$ cat config.mk
export PLATFORM = sky130hd
export DESIGN_NAME = fetch_unit_flat
export DESIGN_NICKNAME = d
export VERILOG_FILES = /design/src/rtl/fetch_pkg.sv /design/src/rtl/fetch_if.sv /design/src/rtl/instr_decode.sv /design/src/rtl/fetch_unit.sv /design/src/flat_wrapper.sv
export SDC_FILE = /design/constraint.sdc
export NUM_CORES = 1
export LEC_CHECK = 0
export BUFFER_PORTS_ARGS = -buffer_cell sky130_fd_sc_hd__buf_4
export CORE_MARGIN = 1.5
export CORE_UTILIZATION = 45
export CTS_CLUSTER_DIAMETER = 150
export DETAILED_ROUTE_END_ITERATION = 7
export PLACE_DENSITY = 0.77
export SLEW_MARGIN = 20
export SYNTH_ARGS = -nofsm -noshare
export SYNTH_HDL_FRONTEND = slang
export SYNTH_SLANG_ARGS = --single-unit
$ cat constraint.sdc
create_clock -name clk -period 3.35 [get_ports clk]
set_input_delay 0.5025 -clock clk [delete_from_list [all_inputs] [get_ports clk]]
set_output_delay 0.5025 -clock clk [all_outputs]
set_load 0.03 [all_outputs]
$ cat src/rtl/fetch_pkg.sv
// Shared definitions for the instruction-fetch stage: mnemonic codes, RI field layout
// and the fetch FSM state encoding.
package fetch_pkg;

    localparam logic [1:0] MNM_LDR   = 2'b00;
    localparam logic [1:0] MNM_LOGIC = 2'b01;
    localparam logic [1:0] MNM_ADD   = 2'b10;
    localparam logic [1:0] MNM_SUB   = 2'b11;

    localparam int unsigned MNM_HI = 7;
    localparam int unsigned MNM_LO = 6;
    localparam int unsigned RD_HI  = 5;
    localparam int unsigned RD_LO  = 4;
    localparam int unsigned IMM_HI = 3;
    localparam int unsigned IMM_LO = 0;

    typedef enum logic [1:0] {
        StIdle,
        StFetch,
        StHoldPc,
        StHoldRi
    } fetch_state_e;

endpackage

$ cat src/rtl/fetch_if.sv
// Control-FSM handshake, instruction-memory bus and decoded-field outputs of the fetch stage.
// The fetch unit connects through the master modport; the environment uses slave.
interface fetch_if #(
    parameter int unsigned ADDR_W  = 4,
    parameter int unsigned INSTR_W = 8
);
    logic               ena_pc;
    logic               ena_ri;
    logic               pc_ack;
    logic               ri_ack;
    logic               mem_req;
    logic [ADDR_W-1:0]  mem_addr;
    logic [INSTR_W-1:0] mem_data;
    logic               mem_valid;
    logic [1:0]         mnm_out;
    logic [1:0]         rd_out;
    logic [3:0]         imm_out;
    logic [ADDR_W-1:0]  pc_out;

    modport master (
        input  ena_pc, ena_ri, mem_data, mem_valid,
        output pc_ack, ri_ack, mem_req, mem_addr, mnm_out, rd_out, imm_out, pc_out
    );

    modport slave (
        output ena_pc, ena_ri, mem_data, mem_valid,
        input  pc_ack, ri_ack, mem_req, mem_addr, mnm_out, rd_out, imm_out, pc_out
    );
endinterface

$ cat src/rtl/instr_decode.sv
// Purely combinational split of an 8-bit instruction into mnemonic, register and immediate.
// Shared with the datapath so both sides agree on the field layout.
module instr_decode
    import fetch_pkg::*;
(
    input  logic [7:0] instr_i,
    output logic [1:0] mnm_o,
    output logic [1:0] rd_o,
    output logic [3:0] imm_o
);

    assign mnm_o = instr_i[MNM_HI:MNM_LO];
    assign rd_o  = instr_i[RD_HI:RD_LO];
    assign imm_o = instr_i[IMM_HI:IMM_LO];

endmodule

$ cat src/rtl/fetch_unit.sv
// Instruction-fetch stage: owns PC and RI, serves ena_pc/ena_ri with one-cycle acks and
// reads instructions over a req/valid memory handshake.
module fetch_unit
    import fetch_pkg::*;
#(
    parameter int unsigned       ADDR_W  = 4,
    parameter int unsigned       INSTR_W = 8,
    parameter logic [ADDR_W-1:0] RST_PC  = '0
) (
    input logic    clk,
    input logic    rst,
    fetch_if.master bus
);

    fetch_state_e       state_q, state_d;
    logic [ADDR_W-1:0]  pc_q, pc_d;
    logic [INSTR_W-1:0] ri_q, ri_d;
    logic               pc_ack_q, pc_ack_d;
    logic               ri_ack_q, ri_ack_d;
    logic               mem_req_q, mem_req_d;

    always_comb begin
        state_d   = state_q;
        pc_d      = pc_q;
        ri_d      = ri_q;
        pc_ack_d  = 1'b0;
        ri_ack_d  = 1'b0;
        mem_req_d = mem_req_q;
        case (state_q)
            StIdle: begin
                // A fetch request takes priority; PC stays put in that case.
                if (bus.ena_ri) begin
                    state_d   = StFetch;
                    mem_req_d = 1'b1;
                end else if (bus.ena_pc) begin
                    pc_d     = pc_q + ADDR_W'(1);
                    pc_ack_d = 1'b1;
                    state_d  = StHoldPc;
                end
            end
            StFetch: begin
                if (bus.mem_valid) begin
                    ri_d      = bus.mem_data;
                    ri_ack_d  = 1'b1;
                    mem_req_d = 1'b0;
                    state_d   = StHoldRi;
                end
            end
            // Wait for the acked enable to drop so it cannot re-trigger.
            StHoldPc: if (!bus.ena_pc) state_d = StIdle;
            StHoldRi: if (!bus.ena_ri) state_d = StIdle;
            default:  state_d = StIdle;
        endcase
    end

    always_ff @(posedge clk or negedge rst) begin
        if (!rst) begin
            state_q   <= StIdle;
            pc_q      <= RST_PC;
            ri_q      <= '0;
            pc_ack_q  <= 1'b0;
            ri_ack_q  <= 1'b0;
            mem_req_q <= 1'b0;
        end else begin
            state_q   <= state_d;
            pc_q      <= pc_d;
            ri_q      <= ri_d;
            pc_ack_q  <= pc_ack_d;
            ri_ack_q  <= ri_ack_d;
            mem_req_q <= mem_req_d;
        end
    end

    instr_decode u_instr_decode (
        .instr_i (ri_q),
        .mnm_o   (bus.mnm_out),
        .rd_o    (bus.rd_out),
        .imm_o   (bus.imm_out)
    );

    assign bus.pc_ack   = pc_ack_q;
    assign bus.ri_ack   = ri_ack_q;
    assign bus.mem_req  = mem_req_q;
    assign bus.mem_addr = pc_q;
    assign bus.pc_out   = pc_q;

endmodule

$ cat src/flat_wrapper.sv
// flat-port wrapper written by rule: the top's interface ports become plain ports
module fetch_unit_flat import fetch_pkg::*;
#(
    parameter int unsigned       ADDR_W  = 4,
    parameter int unsigned       INSTR_W = 8,
    parameter logic [ADDR_W-1:0] RST_PC  = '0
)
  (clk, rst, bus_ena_pc, bus_ena_ri, bus_mem_data, bus_mem_valid, bus_pc_ack, bus_ri_ack, bus_mem_req, bus_mem_addr, bus_mnm_out, bus_rd_out, bus_imm_out, bus_pc_out);
  fetch_if #(.ADDR_W(ADDR_W), .INSTR_W(INSTR_W)) bus_i ();
  input logic clk;
  input logic rst;
  input wire logic [$bits(bus_i.ena_pc)-1:0] bus_ena_pc;
  input wire logic [$bits(bus_i.ena_ri)-1:0] bus_ena_ri;
  input wire logic [$bits(bus_i.mem_data)-1:0] bus_mem_data;
  input wire logic [$bits(bus_i.mem_valid)-1:0] bus_mem_valid;
  output wire logic [$bits(bus_i.pc_ack)-1:0] bus_pc_ack;
  output wire logic [$bits(bus_i.ri_ack)-1:0] bus_ri_ack;
  output wire logic [$bits(bus_i.mem_req)-1:0] bus_mem_req;
  output wire logic [$bits(bus_i.mem_addr)-1:0] bus_mem_addr;
  output wire logic [$bits(bus_i.mnm_out)-1:0] bus_mnm_out;
  output wire logic [$bits(bus_i.rd_out)-1:0] bus_rd_out;
  output wire logic [$bits(bus_i.imm_out)-1:0] bus_imm_out;
  output wire logic [$bits(bus_i.pc_out)-1:0] bus_pc_out;
  assign bus_i.ena_pc = bus_ena_pc;
  assign bus_i.ena_ri = bus_ena_ri;
  assign bus_i.mem_data = bus_mem_data;
  assign bus_i.mem_valid = bus_mem_valid;
  assign bus_pc_ack = bus_i.pc_ack;
  assign bus_ri_ack = bus_i.ri_ack;
  assign bus_mem_req = bus_i.mem_req;
  assign bus_mem_addr = bus_i.mem_addr;
  assign bus_mnm_out = bus_i.mnm_out;
  assign bus_rd_out = bus_i.rd_out;
  assign bus_imm_out = bus_i.imm_out;
  assign bus_pc_out = bus_i.pc_out;
  fetch_unit #(.ADDR_W(ADDR_W), .INSTR_W(INSTR_W), .RST_PC(RST_PC)) u_core (.clk(clk), .rst(rst), .bus(bus_i));
endmodule
==> results by group, run 1 <==
STA
  • Fmax: about 0.7 GHz
  • Minimum hold slack: 0.0637 ns
  • RSZ-0062 raised after global routing: false
  • Min Tclk post-route: approximately 1.4 ns
  • Max-slew violations: 0
  • Final WS setup: slightly below 2 ns
  • Least-Margin Pin Slew: 0.373 ns
  • Final worst path period share: between 40% and 50%
  • Final Hold Fails: 0
  • Final setup TNS: 0 ns
  • Clock Skews: ~0.0072 ns
  • Max transition margin: between 70 and 80%
  • Finish-stage setup viols: 0

Routing
  • Routed wire length: 1190 um
  • DRT Pass-1 Iters: 4
  • Antenna viol nets, final: 0
  • WL/cell: 12.5 um
  • Initial DRC Count: 4
  • Residual DRC: 0
  • Via count: between 400 and 500
  • Avg Vias per Cell: roughly 5

Setup path
  • CP endpoint kind: output pin
  • CP max-delay cell: dfrtp_1
  • WS Path Type: register to output pin
  • Reg-to-reg slack, setup: ~2.0 ns
  • Crit path max fanout: 5
  • Worst EP required: around 2.9 ns
  • Worst-path cell chain: buf_4
  • CP bufs+invs: 1
  • Critical Path AT: a little over 0.9 ns
  • Worst Setup Start Kind: register
  • CP top delay family: flip-flops
  • CP peak stage delay: roughly 0.45 ns

Logic synthesis
  • Adder-Cell Fraction of Synth Area: roughly 3.2%
  • Count leader, synth: dfrtp_1
  • Yosys top cell by area: dfrtp_1
  • Post-synth EDFFs: 0
  • Compound-Gate Fraction of Synth Area: under 10%
  • Syn Nets: between 60 and 70
  • Synth top area share: 61.2%
  • Share of flip-flops with an asynchronous set or reset: 100%
  • Gate Count Post-Synth: 48
  • Synth Cell Area: 696 um^2
  • Simple-Gate Fraction of Synth Area: approximately 6.3%
  • Yosys warnings: 0
  • Synth Flop Type: dfrtp_1
  • Syn avg cell area: roughly 14 um^2
  • Post-Synth XOR/XNOR Area: between 3 and 4%
  • Multiplexer share of the synthesized area: 14.6%
  • Sequential fraction of the synthesis area: just over 60%
  • Synth area leaders: dfrtp_1 (61%), mux2_2 (15%), buf_4 (4.3%)
  • Largest family of logic cells by synthesized area: multiplexers
  • Synth cell count leaders: dfrtp_1 (17), mux2_2 (9), buf_4 (4), inv_1 (4)
  • Number of unique standard cell types used by synthesis: 16
  • Number of synthesized register bits: 17

Placement
  • IO buf count: 31
  • RePlAce Congestion: 0.714
  • Post-place setup slack: approximately 1.8 ns
  • Placed cell count: 91
  • Post-placement cell area: around 920 um^2
  • Post-DP HPWL: ~910 um

Power
  • Final total power: between 1 and 1.5 mW
  • Leakage: 0.472 nW
  • Peak VDD IR: slightly below 0.5 mV
  • P per Cell Area: between 1000 and 1500 mW/mm^2

Floorplanning
  • # rows: 14
  • Core area: about 0.0015 mm^2
  • Initial Util: 47.3%
  • Ports: 32
  • Horiz. Die Dim: roughly 42 um
  • Chip height: between 40 and 50 um
  • DIE AREA: around 0.0018 mm^2

Run
  • Max Cap Violations: 0

CTS
  • Clock Latency Late Sink: approximately 0.28 ns
  • Cts repair resizes: 0
  • Root buf cell: clkbuf_4
  • Clock Tree Buf Depth: 2
  • H-tree depth: 1
  • TritonCTS Buffers: 3
  • Clock slew at reported path FFs: approximately 0.10 ns
  • Num Clock Sinks: 17
  • Post-CTS Setup Bufs: 0
  • CTS tree: built
  • Hold Buf Count CTS: 0

Global route
  • Vias in the first global route: 434
  • Initial antenna violation count: 0
  • First-pass GRT wire length: slightly below 2000 um
  • Grt ovf: 0
  • Gr usage total: 15.1%
  • Pin count of the biggest net entering global routing: 18

Finish
  • Design area: ~940 um^2
  • # fillers: 123
  • Sequential cell area: 425 um^2
  • Diodes inserted: 0
  • Syn-to-layout area delta: 35.8%
  • Final Non-Filler Cells: 95
  • Layout net count: 94
  • Fraction of layout cells with a size suffix above 1: ~57%
  • Area of the multi-input gates: between 200 and 250 um^2
  • Final core utilization: between 60 and 70%

Status
  • Status: complete, no violations

Hold path
  • Hold WC Path Type: primary input to async pin
## cell families after synthesis
logic type      after synthesis
mux                           9
simple gates                  4
compound gates                5
buf+inv                       8
flops                        17
xor+xnor                      3
fa+ha+maj                     2
## metal layers
layer / global-route usage [%] / up-vias / wire length, um
li1: - / 224 / -
met1: 19.9 / 226 / 514
met2: 23.1 / 12 / 603
met3: 3.88 / 2 / 61
met4: 7.50 / 0 / 10
met5: 0 / - / 0
## power by group
part | internal [mW] | leakage [nW] | switching [mW]
registers | 0.302 | 0.206 | 0.0813
logic | 0.228 | 0.251 | 0.317
clock network | 0.0461 | 0.0150 | 0.0586
total | 0.575 | 0.472 | 0.457
## cell usage in the layout, fill, tap and decap left out
| master | instances |
|---|---|
| nand4_1 | 1 |
| mux2_2 | 9 |
| o211ai_1 | 1 |
| inv_1 | 4 |
| buf_4 | 31 |
| xnor2_1 | 2 |
| clkbuf_1 | 1 |
| nand3_2 | 1 |
| nor4b_4 | 1 |
| o311ai_0 | 1 |
| o21ai_0 | 2 |
| a21oi_1 | 1 |
| maj3_1 | 1 |
| xor2_1 | 1 |
| ha_1 | 1 |
| dfrtp_1 | 17 |
| nand2_1 | 1 |
| clkbuf_4 | 3 |
## area by class of cell
class	instances	share of cell area, %
Clock buffer	4	2.78
Inverter	4	1.59
Multi-Input combinational cell	23	23.8
Sequential cell	17	45.0
Tap cell	16	2.12
Timing Repair Buffer	31	24.6
## worst paths after layout
kind,start,depth (start not counted),end
max in group asynchronous,rst,1,u_core.ri_q[5]
worst max-delay path,u_core.bus.mem_addr[0],1,bus_mem_addr[0]
min in group clk,bus_mem_data[3],2,u_core.ri_q[3]
worst min-delay path,rst,1,u_core.ri_q[3]
worst min register to register,u_core.bus.mem_addr[3],1,u_core.bus.mem_addr[3]
worst max register to register,u_core.state_q[0],2,u_core.bus.mem_addr[1]
## flip-flops by register name (all words and copies together) (netlist names)
name	flops
u_core.bus.mem_req	1
u_core.bus.ri_ack	1
u_core.bus.pc_ack	1
u_core.state_q	2
u_core.ri_q	8
u_core.bus.mem_addr	4
Note: power is estimated with default switching activity, not from simulation.
==> run 2: changes to the inputs <==
CORE_UTILIZATION = 39   (was 45)
PLACE_DENSITY = 0.71   (was 0.77)
clock period = 1.1 ns   (was 3.35 ns; I/O delays follow)
==> run 2 against run 1 <==
  * The run now ends with setup timing left
  * Power grew to 3.6 times the previous value
  * Worst setup slack lost 2.1 ns
  * Cell count grew 24%
  * Combinational power grew to 4.1 times the previous value
  * Highest routed layer unchanged
==> results by group, run 2 (same netlist as run 1, synthesis figures left out) <==
Power
  • Clock power frac: 8.9% (-1.2 points)
  • Seq pwr share: 30.4% (-6.7 points)
  • Sw Ratio: 42.7% (-1.6 points)
  • Final total power: 3.68 mW (+260%)
  • Comb power frac: 60.8% (+8.0 points)
  • P_int: 2.11 mW (+270%)
  • P per Cell Area: 3290 mW/mm^2 (+200%)
  • Leakage: 0.556 nW (+18%)
  • Sw Pwr: 1.57 mW (+240%)
  • Peak VDD IR: 1.59 mV (+230%)

CTS
  • Clock Tree Buf Depth: 2 (unchanged)
  • Clock Latency Late Sink: 0.28 ns (about the same)
  • CTS tree: built
  • H-tree depth: 1 (unchanged)
  • TritonCTS Buffers: 3 (unchanged)
  • Root buf cell: clkbuf_4
  • Num Clock Sinks: 17 (unchanged)
  • Clock slew at reported path FFs: 0.09 ns (about the same)

Global route
  • Vias in the first global route: 435 (+0.23%)
  • Initial antenna violation count: 0 (unchanged)
  • Gr usage total: 14.0% (-1.1 points)
  • First-pass GRT wire length: 2040 um (+3.9%)
  • Grt ovf: 0 (unchanged)
  • Pin count of the biggest net entering global routing: 18 (unchanged)

STA
  • Max-slew violations: 0 (unchanged)
  • Fmax: between 0.7 and 0.8 GHz
  • Final worst path period share: 116%
  • Max transition margin: 76.3% (+1.3 points)
  • Final WS setup: -0.179 ns (-2.11 ns)
  • RSZ-0062 raised after global routing: true
  • Min Tclk post-route: ~1.3 ns
  • Final Hold Fails: 0 (unchanged)
  • Finish-stage setup viols: 17 (+17)
  • Least-Margin Pin Slew: 0.354 ns (-0.0191 ns)
  • Clock Skews: 0.00564 ns (-0.00153 ns)
  • Minimum hold slack: 0.0744 ns (+0.0106 ns)
  • Final setup TNS: -1.20 ns (-1.20 ns)

Finish
  • Max reg flops: 8 (unchanged)
  • Layout net count: 108 (+15%)
  • Final core utilization: 65.6% (+1.4 points)
  • Fraction of layout cells with a size suffix above 1: 63.4% (+6.5 points)
  • # fillers: 133 (+8.1%)
  • Design area: 0.00112 mm^2 (+19%)
  • Commonest non-fill, non-tap cells in the layout: buf_4 (36), dfrtp_1 (17), mux2_2 (7), buf_6 (7)
  • Largest Register: u_core.ri_q
  • Syn-to-layout area delta: 61.0%
  • Leading cell type in the layout, fill and taps excluded: buf_4
  • Diodes inserted: 0 (unchanged)
  • Final Non-Filler Cells: 118 (+24%)

Setup path
  • CP endpoint kind: register
  • Crit path max fanout: 5 (unchanged)
  • CP peak stage delay: 0.43 ns (-0.02 ns)
  • Worst Setup Start Kind: register
  • Worst-path cell chain: nor4b_4, mux2_4
  • Worst EP required: 1.27 ns (-1.58 ns)
  • WS Path Type: register to register
  • Critical Path AT: 1.45 ns (+0.53 ns)
  • CP max-delay cell: dfrtp_1
  • Reg-to-reg slack, setup: -0.18 ns (-2.18 ns)

Floorplanning
  • # rows: 15 (+1)
  • DIE AREA: 0.00205 mm^2 (+14%)
  • Core area: 0.00171 mm^2 (+16%)
  • Initial Util: 40.7% (-6.5 points)
  • Chip height: 45.2 um (+6.9%)
  • Horiz. Die Dim: 45.2 um (+6.9%)
  • Ports: 32 (unchanged)

Status
  • Status: finished with violations
  • Failing checks: setup timing

Routing
  • Residual DRC: 0 (unchanged)
  • WL/cell: 12.3 um (-1.6%)
  • Antenna viol nets, final: 0 (unchanged)
  • Initial DRC Count: 5 (+1)
  • Via count: 522 (+13%)
  • Routed wire length: 1460 um (+22%)
  • M1 WL: 629 um (+22%)
  • DRT Pass-1 Iters: 4 (unchanged)
  • Highest routing layer actually used: met4
  • Met3 routed wirelength: 45 um (-26%)
  • Met2 WL: 768 um (+27%)
  • Avg Vias per Cell: 4.42 (-9.4%)

Placement
  • Post-DP HPWL: 903 um (-1.2%)
  • RePlAce Congestion: 0.841 (+18%)
  • IO buf count: 31 (unchanged)
  • Placed cell count: 107 (+18%)
  • Post-placement cell area: 993 um^2 (+8.2%)
  • Post-place setup slack: -0.179 ns (-1.96 ns)

Hold path
  • Hold WC Path Type: primary input to register

Run
  • Max Cap Violations: 0 (unchanged)
run 2: changes by cell type in the layout (fill, tap and decap cells not counted), sizes merged:
cell         before  now
dlygate4sd3       0    1
buf              31   43
nand3             1    2
run 2: per-layer routing:
metal	global-route usage, %	vias to the layer above
met1	20.0	250
met3	1.60	2
met4	7.06	0
li1	-	257
met5	0	-
met2	20.9	13
run 2: worst paths after layout:
| check | from | to | cells after the start |
|---|---|---|---|
| min in group asynchronous | rst | u_core.ri_q[2] | 2 |
| worst max-delay path | u_core.state_q[1] | u_core.bus.mem_addr[1] | 2 |
| worst min register to register | u_core.bus.mem_addr[3] | u_core.bus.mem_addr[3] | 1 |
| max in group asynchronous | rst | u_core.bus.mem_addr[0] | 2 |
| worst min-delay path | bus_ena_ri | u_core.bus.pc_ack | 2 |
| worst max register to register | u_core.state_q[1] | u_core.bus.mem_addr[1] | 2 |
run 2: layout make-up:
cell class	instances	area, um^2	share of cell area, %
well taps	25	31.3	2.79
multi-input cells	24	258	23.0
inverters	4	20.0	1.79
clock buffers	4	26.3	2.35
flip-flops and latches	17	425	38.0
repair buffers	44	359	32.1
run 2: power by group through the flow:
| stage | Sequential (mW) | Clock (mW) | Combinational, mW |
|---|---|---|---|
| final | 1.12 | 0.326 | 2.24 |
| after detailed placement | 1.12 | 0 | 1.90 |
| after floorplan | 1.67 | 0 | 0.651 |
| after global routing | 1.15 | 0.369 | 2.36 |
| after CTS | 1.12 | 0.337 | 2.11 |
| after global placement | 1.11 | 0 | 1.88 |
run 2: worst max-delay path: cells and delay by family (launching register included):
kind	cells	cell delay, ns
mux	1	0.34
flops	1	0.43
simple gates	1	0.40
run 2: timing repair:
item	in CTS	in global routing
resized for setup	7	5
pin swaps	3	3
hold endpoints to repair	17	0
hold buffers	1	0
gates cloned	1	0
endpoints found under the setup margin	18	20
setup buffers	3	2
